<file path="src/rtl/scumvcontroller_pkg.sv">
// Shared definitions for the scumvcontroller transmit path.
// Holds the arbiter state encoding, requester IDs, packet tag bytes and the
// pad byte, plus a helper mapping a requester ID to its tag.
package scumvcontroller_pkg;

  typedef enum logic [1:0] {
    ST_IDLE = 2'd0,
    ST_TAG  = 2'd1,
    ST_DATA = 2'd2,
    ST_PAD  = 2'd3
  } tx_state_t;

  localparam logic [1:0] ID_ASC  = 2'd0;
  localparam logic [1:0] ID_STL  = 2'd1;
  localparam logic [1:0] ID_DBG  = 2'd2;
  localparam logic [1:0] ID_NONE = 2'd3;

  localparam logic [7:0] TAG_ASC  = 8'h61; // 'a'
  localparam logic [7:0] TAG_STL  = 8'h73; // 's'
  localparam logic [7:0] TAG_DBG  = 8'h64; // 'd'
  localparam logic [7:0] PAD_BYTE = 8'hEE;

  function automatic logic [7:0] tag_for(input logic [1:0] id);
    case (id)
      ID_ASC:  tag_for = TAG_ASC;
      ID_STL:  tag_for = TAG_STL;
      ID_DBG:  tag_for = TAG_DBG;
      default: tag_for = 8'h00;
    endcase
  endfunction

endpackage

</file>
<file path="src/rtl/scumvcontroller_rr_pick.sv">
// 3-way round-robin pick.
// Ports:
//   req        - request vector, bit n = requester ID n
//   last_grant - ID granted most recently; search starts at (last_grant+1) mod 3
//   any        - at least one request is set
//   pick       - chosen requester ID (ID_NONE when no request)
module scumvcontroller_rr_pick
  import scumvcontroller_pkg::*;
(
  input  logic [2:0] req,
  input  logic [1:0] last_grant,
  output logic       any,
  output logic [1:0] pick
);

  logic [3:0] req_ext;
  logic [1:0] cand0, cand1, cand2;

  always_comb begin
    req_ext = {1'b0, req};
    // An out-of-range last_grant restarts the search at ASC.
    cand0 = (last_grant >= 2'd2) ? 2'd0 : last_grant + 2'd1;
    cand1 = (cand0 == 2'd2) ? 2'd0 : cand0 + 2'd1;
    cand2 = (cand0 == 2'd0) ? 2'd2 : cand0 - 2'd1;
    any   = |req;
    pick  = ID_NONE;
    // Lowest-priority candidate first so the highest-priority one wins.
    if (req_ext[cand2]) pick = cand2;
    if (req_ext[cand1]) pick = cand1;
    if (req_ext[cand0]) pick = cand0;
  end

endmodule

</file>
<file path="src/rtl/scumvcontroller_tx_arbiter.sv">
// Transmit arbiter: merges ASC, STL and debug response packets into one byte
// stream toward the outgoing UART FIFO. Each packet is a tag byte followed by
// LEN data bytes passed through combinationally. A requester that stalls
// mid-packet for too long has the rest of its packet padded with 0xEE.
// Ports:
//   clk, reset                  - clock, asynchronous active-low reset
//   {asc,stl,dbg}_valid/_data   - requester byte streams
//   {asc,stl,dbg}_ready         - requester byte accepted
//   out_valid/out_data/out_ready- outgoing FIFO byte stream
//   grant_id                    - 0=ASC 1=STL 2=DBG 3=none
//   busy                        - packet in progress
//   timeout_count               - saturating count of padded packets
module scumvcontroller_tx_arbiter
  import scumvcontroller_pkg::*;
#(
  parameter int unsigned ASC_LEN        = 1,
  parameter int unsigned STL_LEN        = 16,
  parameter int unsigned DBG_LEN        = 4,
  parameter int unsigned TIMEOUT_CYCLES = 1000
) (
  input  logic       clk,
  input  logic       reset,
  input  logic       asc_valid,
  input  logic [7:0] asc_data,
  output logic       asc_ready,
  input  logic       stl_valid,
  input  logic [7:0] stl_data,
  output logic       stl_ready,
  input  logic       dbg_valid,
  input  logic [7:0] dbg_data,
  output logic       dbg_ready,
  output logic       out_valid,
  output logic [7:0] out_data,
  input  logic       out_ready,
  output logic [1:0] grant_id,
  output logic       busy,
  output logic [7:0] timeout_count
);

  localparam logic [7:0] ASC_LAST = 8'(ASC_LEN - 1);
  localparam logic [7:0] STL_LAST = 8'(STL_LEN - 1);
  localparam logic [7:0] DBG_LAST = 8'(DBG_LEN - 1);

  localparam int unsigned     SW          = $clog2(TIMEOUT_CYCLES + 1);
  localparam logic [SW-1:0]   STALL_LIMIT = SW'(TIMEOUT_CYCLES - 1);

  tx_state_t     state_q, state_d;
  logic [1:0]    grant_q, grant_d;
  logic [1:0]    last_q,  last_d;
  logic [7:0]    cnt_q,   cnt_d;
  logic [SW-1:0] stall_q, stall_d;
  logic [7:0]    tmo_q,   tmo_d;

  logic       rr_any;
  logic [1:0] rr_pick;
  logic       g_valid;
  logic [7:0] g_data;
  logic [7:0] last_idx;

  scumvcontroller_rr_pick u_rr_pick (
    .req        ({dbg_valid, stl_valid, asc_valid}),
    .last_grant (last_q),
    .any        (rr_any),
    .pick       (rr_pick)
  );

  // Granted requester's stream and index of its final byte.
  always_comb begin
    g_valid  = 1'b0;
    g_data   = '0;
    last_idx = ASC_LAST;
    case (grant_q)
      ID_ASC: begin g_valid = asc_valid; g_data = asc_data; last_idx = ASC_LAST; end
      ID_STL: begin g_valid = stl_valid; g_data = stl_data; last_idx = STL_LAST; end
      ID_DBG: begin g_valid = dbg_valid; g_data = dbg_data; last_idx = DBG_LAST; end
      default: ;
    endcase
  end

  always_ff @(posedge clk or negedge reset) begin
    if (!reset) begin
      state_q <= ST_IDLE;
      grant_q <= ID_NONE;
      last_q  <= ID_DBG;
      cnt_q   <= '0;
      stall_q <= '0;
      tmo_q   <= '0;
    end else begin
      state_q <= state_d;
      grant_q <= grant_d;
      last_q  <= last_d;
      cnt_q   <= cnt_d;
      stall_q <= stall_d;
      tmo_q   <= tmo_d;
    end
  end

  always_comb begin
    state_d   = state_q;
    grant_d   = grant_q;
    last_d    = last_q;
    cnt_d     = cnt_q;
    stall_d   = stall_q;
    tmo_d     = tmo_q;
    out_valid = 1'b0;
    out_data  = '0;
    asc_ready = 1'b0;
    stl_ready = 1'b0;
    dbg_ready = 1'b0;

    case (state_q)
      ST_IDLE: begin
        if (rr_any) begin
          grant_d = rr_pick;
          last_d  = rr_pick;
          cnt_d   = '0;
          state_d = ST_TAG;
        end
      end

      ST_TAG: begin
        out_valid = 1'b1;
        out_data  = tag_for(grant_q);
        if (out_ready) begin
          stall_d = '0;
          state_d = ST_DATA;
        end
      end

      ST_DATA: begin
        out_valid = g_valid;
        out_data  = g_data;
        case (grant_q)
          ID_ASC:  asc_ready = out_ready;
          ID_STL:  stl_ready = out_ready;
          ID_DBG:  dbg_ready = out_ready;
          default: ;
        endcase
        if (g_valid && out_ready) begin
          cnt_d   = cnt_q + 8'd1;
          stall_d = '0;
          if (cnt_q == last_idx) begin
            grant_d = ID_NONE;
            state_d = ST_IDLE;
          end
        end else if (!g_valid) begin
          // Backpressure with valid data held is not a stall; only an
          // absent requester byte counts toward the timeout.
          if (stall_q == STALL_LIMIT) begin
            state_d = ST_PAD;
            tmo_d   = (tmo_q == 8'hFF) ? tmo_q : tmo_q + 8'd1;
          end else begin
            stall_d = stall_q + 1'b1;
          end
        end
      end

      ST_PAD: begin
        out_valid = 1'b1;
        out_data  = PAD_BYTE;
        if (out_ready) begin
          cnt_d = cnt_q + 8'd1;
          if (cnt_q == last_idx) begin
            grant_d = ID_NONE;
            state_d = ST_IDLE;
          end
        end
      end

      default: state_d = ST_IDLE;
    endcase
  end

  assign grant_id      = grant_q;
  assign busy          = (state_q != ST_IDLE);
  assign timeout_count = tmo_q;

endmodule

</file>
<file path="config.mk">
export PLATFORM = sky130hd
export DESIGN_NAME = scumvcontroller_tx_arbiter
export DESIGN_NICKNAME = d
export VERILOG_FILES = /design/src/rtl/scumvcontroller_pkg.sv /design/src/rtl/scumvcontroller_rr_pick.sv /design/src/rtl/scumvcontroller_tx_arbiter.sv
export SDC_FILE = /design/constraint.sdc
export NUM_CORES = 1
export LEC_CHECK = 0
export ABC_AREA = 0
export BUFFER_PORTS_ARGS = -buffer_cell sky130_fd_sc_hd__buf_2
export CAP_MARGIN = 20
export CORE_MARGIN = 2
export CORE_UTILIZATION = 42
export CTS_CLUSTER_SIZE = 14
export DETAILED_ROUTE_END_ITERATION = 16
export PLACE_DENSITY_LB_ADDON = 0.05
export SYNTH_ARGS = -nofsm -noshare
export SYNTH_HDL_FRONTEND = slang
export SYNTH_SLANG_ARGS = --single-unit
</file>
<file path="constraint.sdc">
create_clock -name clk -period 3.4 [get_ports clk]
set_input_delay 0.85 -clock clk [delete_from_list [all_inputs] [get_ports clk]]
set_output_delay 0.85 -clock clk [all_outputs]
set_load 0.05 [all_outputs]
</file>
==> results.sh, run 1 <==
export IMPL_status="finished, final reports clean"
export IMPL_htree_levels=2
export IMPL_die_area_sq_um=5520
export IMPL_drt_wirelength_per_cell_um=13.3
export IMPL_fin_area_sq_um=2510
export IMPL_ant_nets=0
export IMPL_worstHoldStart="timeout_count[5]"
export IMPL_p_leak_nw=1.24
export IMPL_cts_hold_buf=0
export IMPL_fin_crit_ns=3.05
export IMPL_clk_pin_slew_worst_paths_ns=0.07
export IMPL_netlist_area_sq_um=2070
export IMPL_start_util_pct=43.6
export IMPL_nNetsFinal=330
export IMPL_clkLatencyLatePin_ns=0.28
export IMPL_cts_sinks=32
export IMPL_hold_viol=0
export IMPL_layout_common_cells="buf_2 (52), dfrtp_1 (29), o21ai_0 (27), nand2_1 (22), nor2_1 (20)"
export IMPL_start_kind="flop"
export IMPL_first_global_vias=1726
export IMPL_worstMarginPinSlew_ns=0.702
export IMPL_synth_edf_count=0
export IMPL_cts_tree="yes"
export IMPL_required_ns=2.55
export IMPL_grt_overflow=0
export IMPL_slowest_stage="dfstp_2"
export IMPL_async_flop_share_pct=100
export IMPL_post_cts_buffers=0
export IMPL_reg2reg_depth=7
export IMPL_crit_fanout=10
export IMPL_numPlacedInstances=351
export IMPL_drc=0
export IMPL_synth_nets=276
export IMPL_max_clock_freq_ghz=0.328
export IMPL_path_class="reg2out"
export IMPL_antenna_found_initial=0
export IMPL_report_final_slew_viol_count=0
export IMPL_cts_buffers=5
export IMPL_setup_tns_ns=0
export IMPL_io_buffers=52
export IMPL_skew_ns=0.00440
export IMPL_final_cells=359
export IMPL_worstHoldPathCells=1
export IMPL_cts_buffer_depth=2
export IMPL_dr_first_iter_drc_count=97
export IMPL_cp_data_arrival_time_ns=2.20
export IMPL_grt_use_total_pct=17.8
export IMPL_synth_seq_cells=32
export IMPL_die_w_um=74.3
export IMPL_min_to="timeout_count[5]"
export IMPL_vias_per_cell=5.34
export IMPL_drive_gt1_share_pct=26.0
export IMPL_cpMostUsedCell="nand2_1"
export IMPL_multi_input_area_sq_um=1190
export IMPL_layout_commonest_cell="buf_2"
export IMPL_gp_congestion=0.747
export IMPL_placed_area_sq_um=2420
export IMPL_ios=53
export IMPL_vias=1917
export IMPL_syn_avg_cell_area_sq_um=8.75
export IMPL_rows=25
export IMPL_cpPeakStageDelay_ns=0.58
export IMPL_reg2reg_to="timeout_count[1]"
export IMPL_fillers=476
export IMPL_area_sequential_sq_um=805
export IMPL_drt_pass1_iter_count=4
export IMPL_peakVddDrop_mv=0.318
export IMPL_end_kind="output port"
export IMPL_rsz0062_at_grt="no"
export IMPL_diodes=0
export IMPL_ys_flop_type="dfrtp_1"
export IMPL_setup_viol=0
export IMPL_yosysWarnings=0
export IMPL_worstPathCellList="inv_1 -> ha_1 -> a222oi_1 -> nor2_1 -> nand2_1 -> nand2_1 -> buf_2"
export IMPL_root_buffer="clkbuf_8"
export IMPL_cap_violations=0
export IMPL_finalWirelength_mm=4.76
export IMPL_grt_max_degree=33
export IMPL_rrSetupSlack_ns=0.75
export IMPL_relSlewSlack_pct=53.2
export IMPL_core_area_sq_um=4750
export IMPL_grt_pass1_wl_mm=7.69
export IMPL_p_per_area_nw_per_um2=822
export IMPL_cts_resized=0
export IMPL_ys_types=47
export IMPL_fin_crit_sh_pct=89.6
export IMPL_die_h_um=74.3
export IMPL_synthCells=237
export IMPL_timing_rr_start="grant_id[0]"
export IMPL_yosysSeqAreaShare_pct=38.8
export IMPL_min_path_type="reg2reg"
export IMPL_dp_hpwl_mm=3.46
export IMPL_area_growth_syn_to_layout_pct=21.0
==> per-stage QoR <==
stage / hold WS (ns) / total power, W / worst slack (ns) / utilization, %
after global placement: 0.474 / 0.00178 / 0.669 / 50.9
after CTS: 0.494 / 0.00209 / 0.339 / 52.8
after global routing: 0.522 / 0.00222 / 0.225 / 52.8
after detailed placement: 0.474 / 0.00178 / 0.652 / 50.9
after floorplan: 0.451 / 0.00149 / 0.182 / -
final: 0.487 / 0.00206 / 0.352 / 52.8
==> worst max-delay path by stage <==
stage,endpoint,cells past startpoint,startpoint
6_report,out_valid,7,grant_id[0]
2_1_floorplan,out_data[5],6,grant_id[1]
4_1_cts,out_valid,7,grant_id[0]
5_1_grt,out_valid,7,grant_id[0]
3_5_place_dp,out_valid,7,grant_id[0]
3_3_place_gp,out_valid,6,dbg_valid
==> power by group <==
part / switching [W] / internal, W
registers: 0.000109 / 0.000457
clock network: 0.000136 / 0.000161
logic: 0.000808 / 0.000392
total: 0.00105 / 0.00101
==> kinds of logic after synthesis <==
logic type      after synthesis  share of synthesized area (%)
simple gates                 92                           22.3
compound gates               68                           23.1
flops                        32                           38.8
buf+inv                      21                           3.86
xor+xnor                     13                           5.49
fa+ha+maj                     9                           5.43
mux                           2                           1.09
==> registers in the layout, summed over array words and instances (netlist names) <==
name / flops
state_q: 2
timeout_count: 8
stall_q: 10
last_q: 2
grant_id: 2
cnt_q: 8
==> final cells by class <==
type                            count  area share, %
Multi-Input combinational cell    184           47.6
Sequential cell                    32           32.0
Timing Repair Buffer               56           11.6
Tap cell                           67           3.34
Clock buffer                        6           3.29
Inverter                           12           1.79
Clock inverter                      2          0.399
==> Yosys cell counts, types with 6 or more instances <==
cell type	instances	area (sq um)
dfrtp_1	29	726
o21ai_0	27	135
nand2_1	22	82.6
nor2_1	20	75.1
inv_1	12	45.0
and3_1	11	68.8
ha_1	9	113
a222oi_1	8	80.1
a21oi_1	7	35.0
clkbuf_1	7	26.3
nand3_1	7	35.0
nand4_1	7	43.8
xor2_1	7	61.3
xnor2_1	6	52.6
==> metal layers <==
metal  wire length (um)  part of all wire, %  global-route usage (%)
met1               2360                   50                    23.5
met2               2060                   43                    29.5
met3                301                  6.3                    3.66
met4                 42                 0.88                    5.36
met5                  0                    0                       0
==> worst max-delay path, delay by kind of cell, from the launching register on <==
family,cells,cell delay (ns)
flops,1,0.58
simple gates,3,0.29
compound gates,1,0.43
fa+ha+maj,1,0.32
buf+inv,2,0.29
(Power assumes the default switching activity.)
==> run 2: changes to the inputs <==
Settings changed: BUFFER_PORTS_ARGS -buffer_cell sky130_fd_sc_hd__buf_2 to not set, DONT_BUFFER_PORTS set to 1.
==> results.sh, run 2 (same netlist as run 1, synthesis figures left out) <==
export IMPL_worstPathCellList="inv_1 -> ha_1 -> a222oi_1 -> buf_4 -> nor2_1 -> nand2_1 -> nand2_1 -> buf_4"
export IMPL_diodes=0
export IMPL_clk_pin_slew_worst_paths_ns=0.07
export IMPL_min_path_type="in2async"
export IMPL_met3_usage_pct=4.34
export IMPL_ant_nets=0
export IMPL_antenna_found_initial=0
export IMPL_area_growth_syn_to_layout_pct=12.5
export IMPL_cp_buffers_inverters=3
export IMPL_setup_viol=0
export IMPL_start_kind="flop"
export IMPL_status="finished, final reports clean"
export IMPL_finalWirelength_mm=4.80
export IMPL_nNetsFinal=284
export IMPL_p_leak_nw=1.06
export IMPL_ios=53
export IMPL_gp_congestion=0.784
export IMPL_layout_commonest_cell="dfrtp_1"
export IMPL_dr_first_iter_drc_count=77
export IMPL_fin_crit_sh_pct=90.2
export IMPL_reg2reg_depth=7
export IMPL_hold_viol=0
export IMPL_timing_rr_start="grant_id[0]"
export IMPL_drc=0
export IMPL_grt_pass1_wl_mm=7.70
export IMPL_fin_area_sq_um=2330
export IMPL_placed_area_sq_um=2210
export IMPL_post_cts_buffers=0
export IMPL_cts_buffer_depth=2
export IMPL_slowest_stage="dfstp_2"
export IMPL_numPlacedInstances=305
export IMPL_clkLatencyLatePin_ns=0.28
export IMPL_cts_sinks=32
export IMPL_root_buffer="clkbuf_8"
export IMPL_end_kind="output port"
export IMPL_max_clock_freq_ghz=0.326
export IMPL_htree_levels=2
export IMPL_cp_data_arrival_time_ns=2.22
export IMPL_die_area_sq_um=5520
export IMPL_vias_per_cell=5.75
export IMPL_worstMarginPinSlew_ns=0.822
export IMPL_cts_hold_buf=0
export IMPL_skew_ns=0.00406
export IMPL_largest_reg_flops=10
export IMPL_grt_overflow=0
export IMPL_drive_gt1_share_pct=12.6
export IMPL_rows=25
export IMPL_relSlewSlack_pct=45.0
export IMPL_cts_resized=0
export IMPL_peakVddDrop_mv=0.470
export IMPL_cp_top_family="flip-flops"
export IMPL_dp_hpwl_mm=3.54
export IMPL_grtUsageMet1_pct=22.8
export IMPL_path_class="reg2out"
export IMPL_use_met2_pct=31.1
export IMPL_fin_crit_ns=3.07
export IMPL_rsz0062_at_grt="no"
export IMPL_rrSetupSlack_ns=0.69
export IMPL_busiest_layer="met2"
export IMPL_grt_use_total_pct=18.3
export IMPL_setup_slack_ns=0.333
export IMPL_report_final_slew_viol_count=0
export IMPL_p_per_area_nw_per_um2=913
export IMPL_die_w_um=74.3
export IMPL_first_global_vias=1716
export IMPL_reg2reg_to="stall_q[6]"
export IMPL_crit_fanout=10
export IMPL_start_util_pct=43.6
export IMPL_place_ws_ns=0.660
export IMPL_cpPeakStageDelay_ns=0.55
export IMPL_cts_buffers=5
export IMPL_layout_common_cells="dfrtp_1 (29), o21ai_0 (25), nand2_1 (22), nor2_1 (20), inv_1 (12)"
export IMPL_die_h_um=74.3
export IMPL_setup_tns_ns=0
export IMPL_required_ns=2.55
export IMPL_drt_pass1_iter_count=5
export IMPL_fillers=470
export IMPL_regMostFlops="stall_q"
export IMPL_vias=1801
export IMPL_io_buffers=0
export IMPL_final_cells=313
export IMPL_drt_wirelength_per_cell_um=15.3
export IMPL_core_area_sq_um=4750
export IMPL_grt_max_degree=33
export IMPL_cap_violations=0
export IMPL_cts_tree="yes"
[run 2: cell count changes in the layout (fill, tap and decap cells not counted)]
cell       change
buf_2         -52
buf_4          +6
clkinv_2       -2
o21ai_0        -2
o21ai_1        +2
bufinv_16      +1
clkbuf_8       +1
nor3b_1        -1
nor3b_2        +1
[run 2: worst max path at each step]
stage / start / end / slack (ns) / cells after the start
detailed placement: grant_id[0] / out_valid / 0.66 / 8
global route: grant_id[1] / out_valid / 0.21 / 8
finish: grant_id[0] / out_valid / 0.33 / 8
global placement: grant_id[0] / out_valid / 0.71 / 8
floorplan: grant_id[1] / out_data[5] / 0.18 / 6
CTS: grant_id[0] / out_valid / 0.33 / 8
[run 2: worst register-to-register path: stages, from the launching register on]
cell and delay, ns:
dfstp_2 0.55, ha_1 0.43, a222oi_1 0.14, buf_4 0.20, o21ai_2 0.26, a2bb2oi_1 0.70
o21ai_0 0.22, o21ai_0 0.12
[run 2: stage by stage]
stage	utilization (%)	hold WS, ns	power [W]
finish	49.1	0.254	0.00213
global route	49.1	0.234	0.00227
CTS	49.1	0.242	0.00215
detailed placement	46.4	0.496	0.00174
global placement	46.4	0.485	0.00171
floorplan	-	0.451	0.00149
[run 2: area by class of cell]
cell class	instances	area, sq um	area share (%)
timing repair buffer	10	75.1	3.22
clock buffer	7	96.3	4.13
sequential	32	805	34.5
tap	67	83.8	3.59
inverter	12	45.0	1.93
clock inverter	1	30.0	1.29
multi-input combinational	184	1200	51.4
[run 2: report_power, final]
part / total, W / switching [W] / internal, W
logic: 0.00118 / 0.000806 / 0.000370
registers: 0.000557 / 0.000100 / 0.000457
clock network: 0.000399 / 0.000141 / 0.000258
[run 2: routing by layer]
| layer | routed length (um) | up-vias |
|---|---|---|
| li1 | - | 878 |
| met1 | 2120 | 850 |
| met2 | 2310 | 67 |
| met3 | 311 | 6 |
| met4 | 60 | 0 |
| met5 | 0 | - |
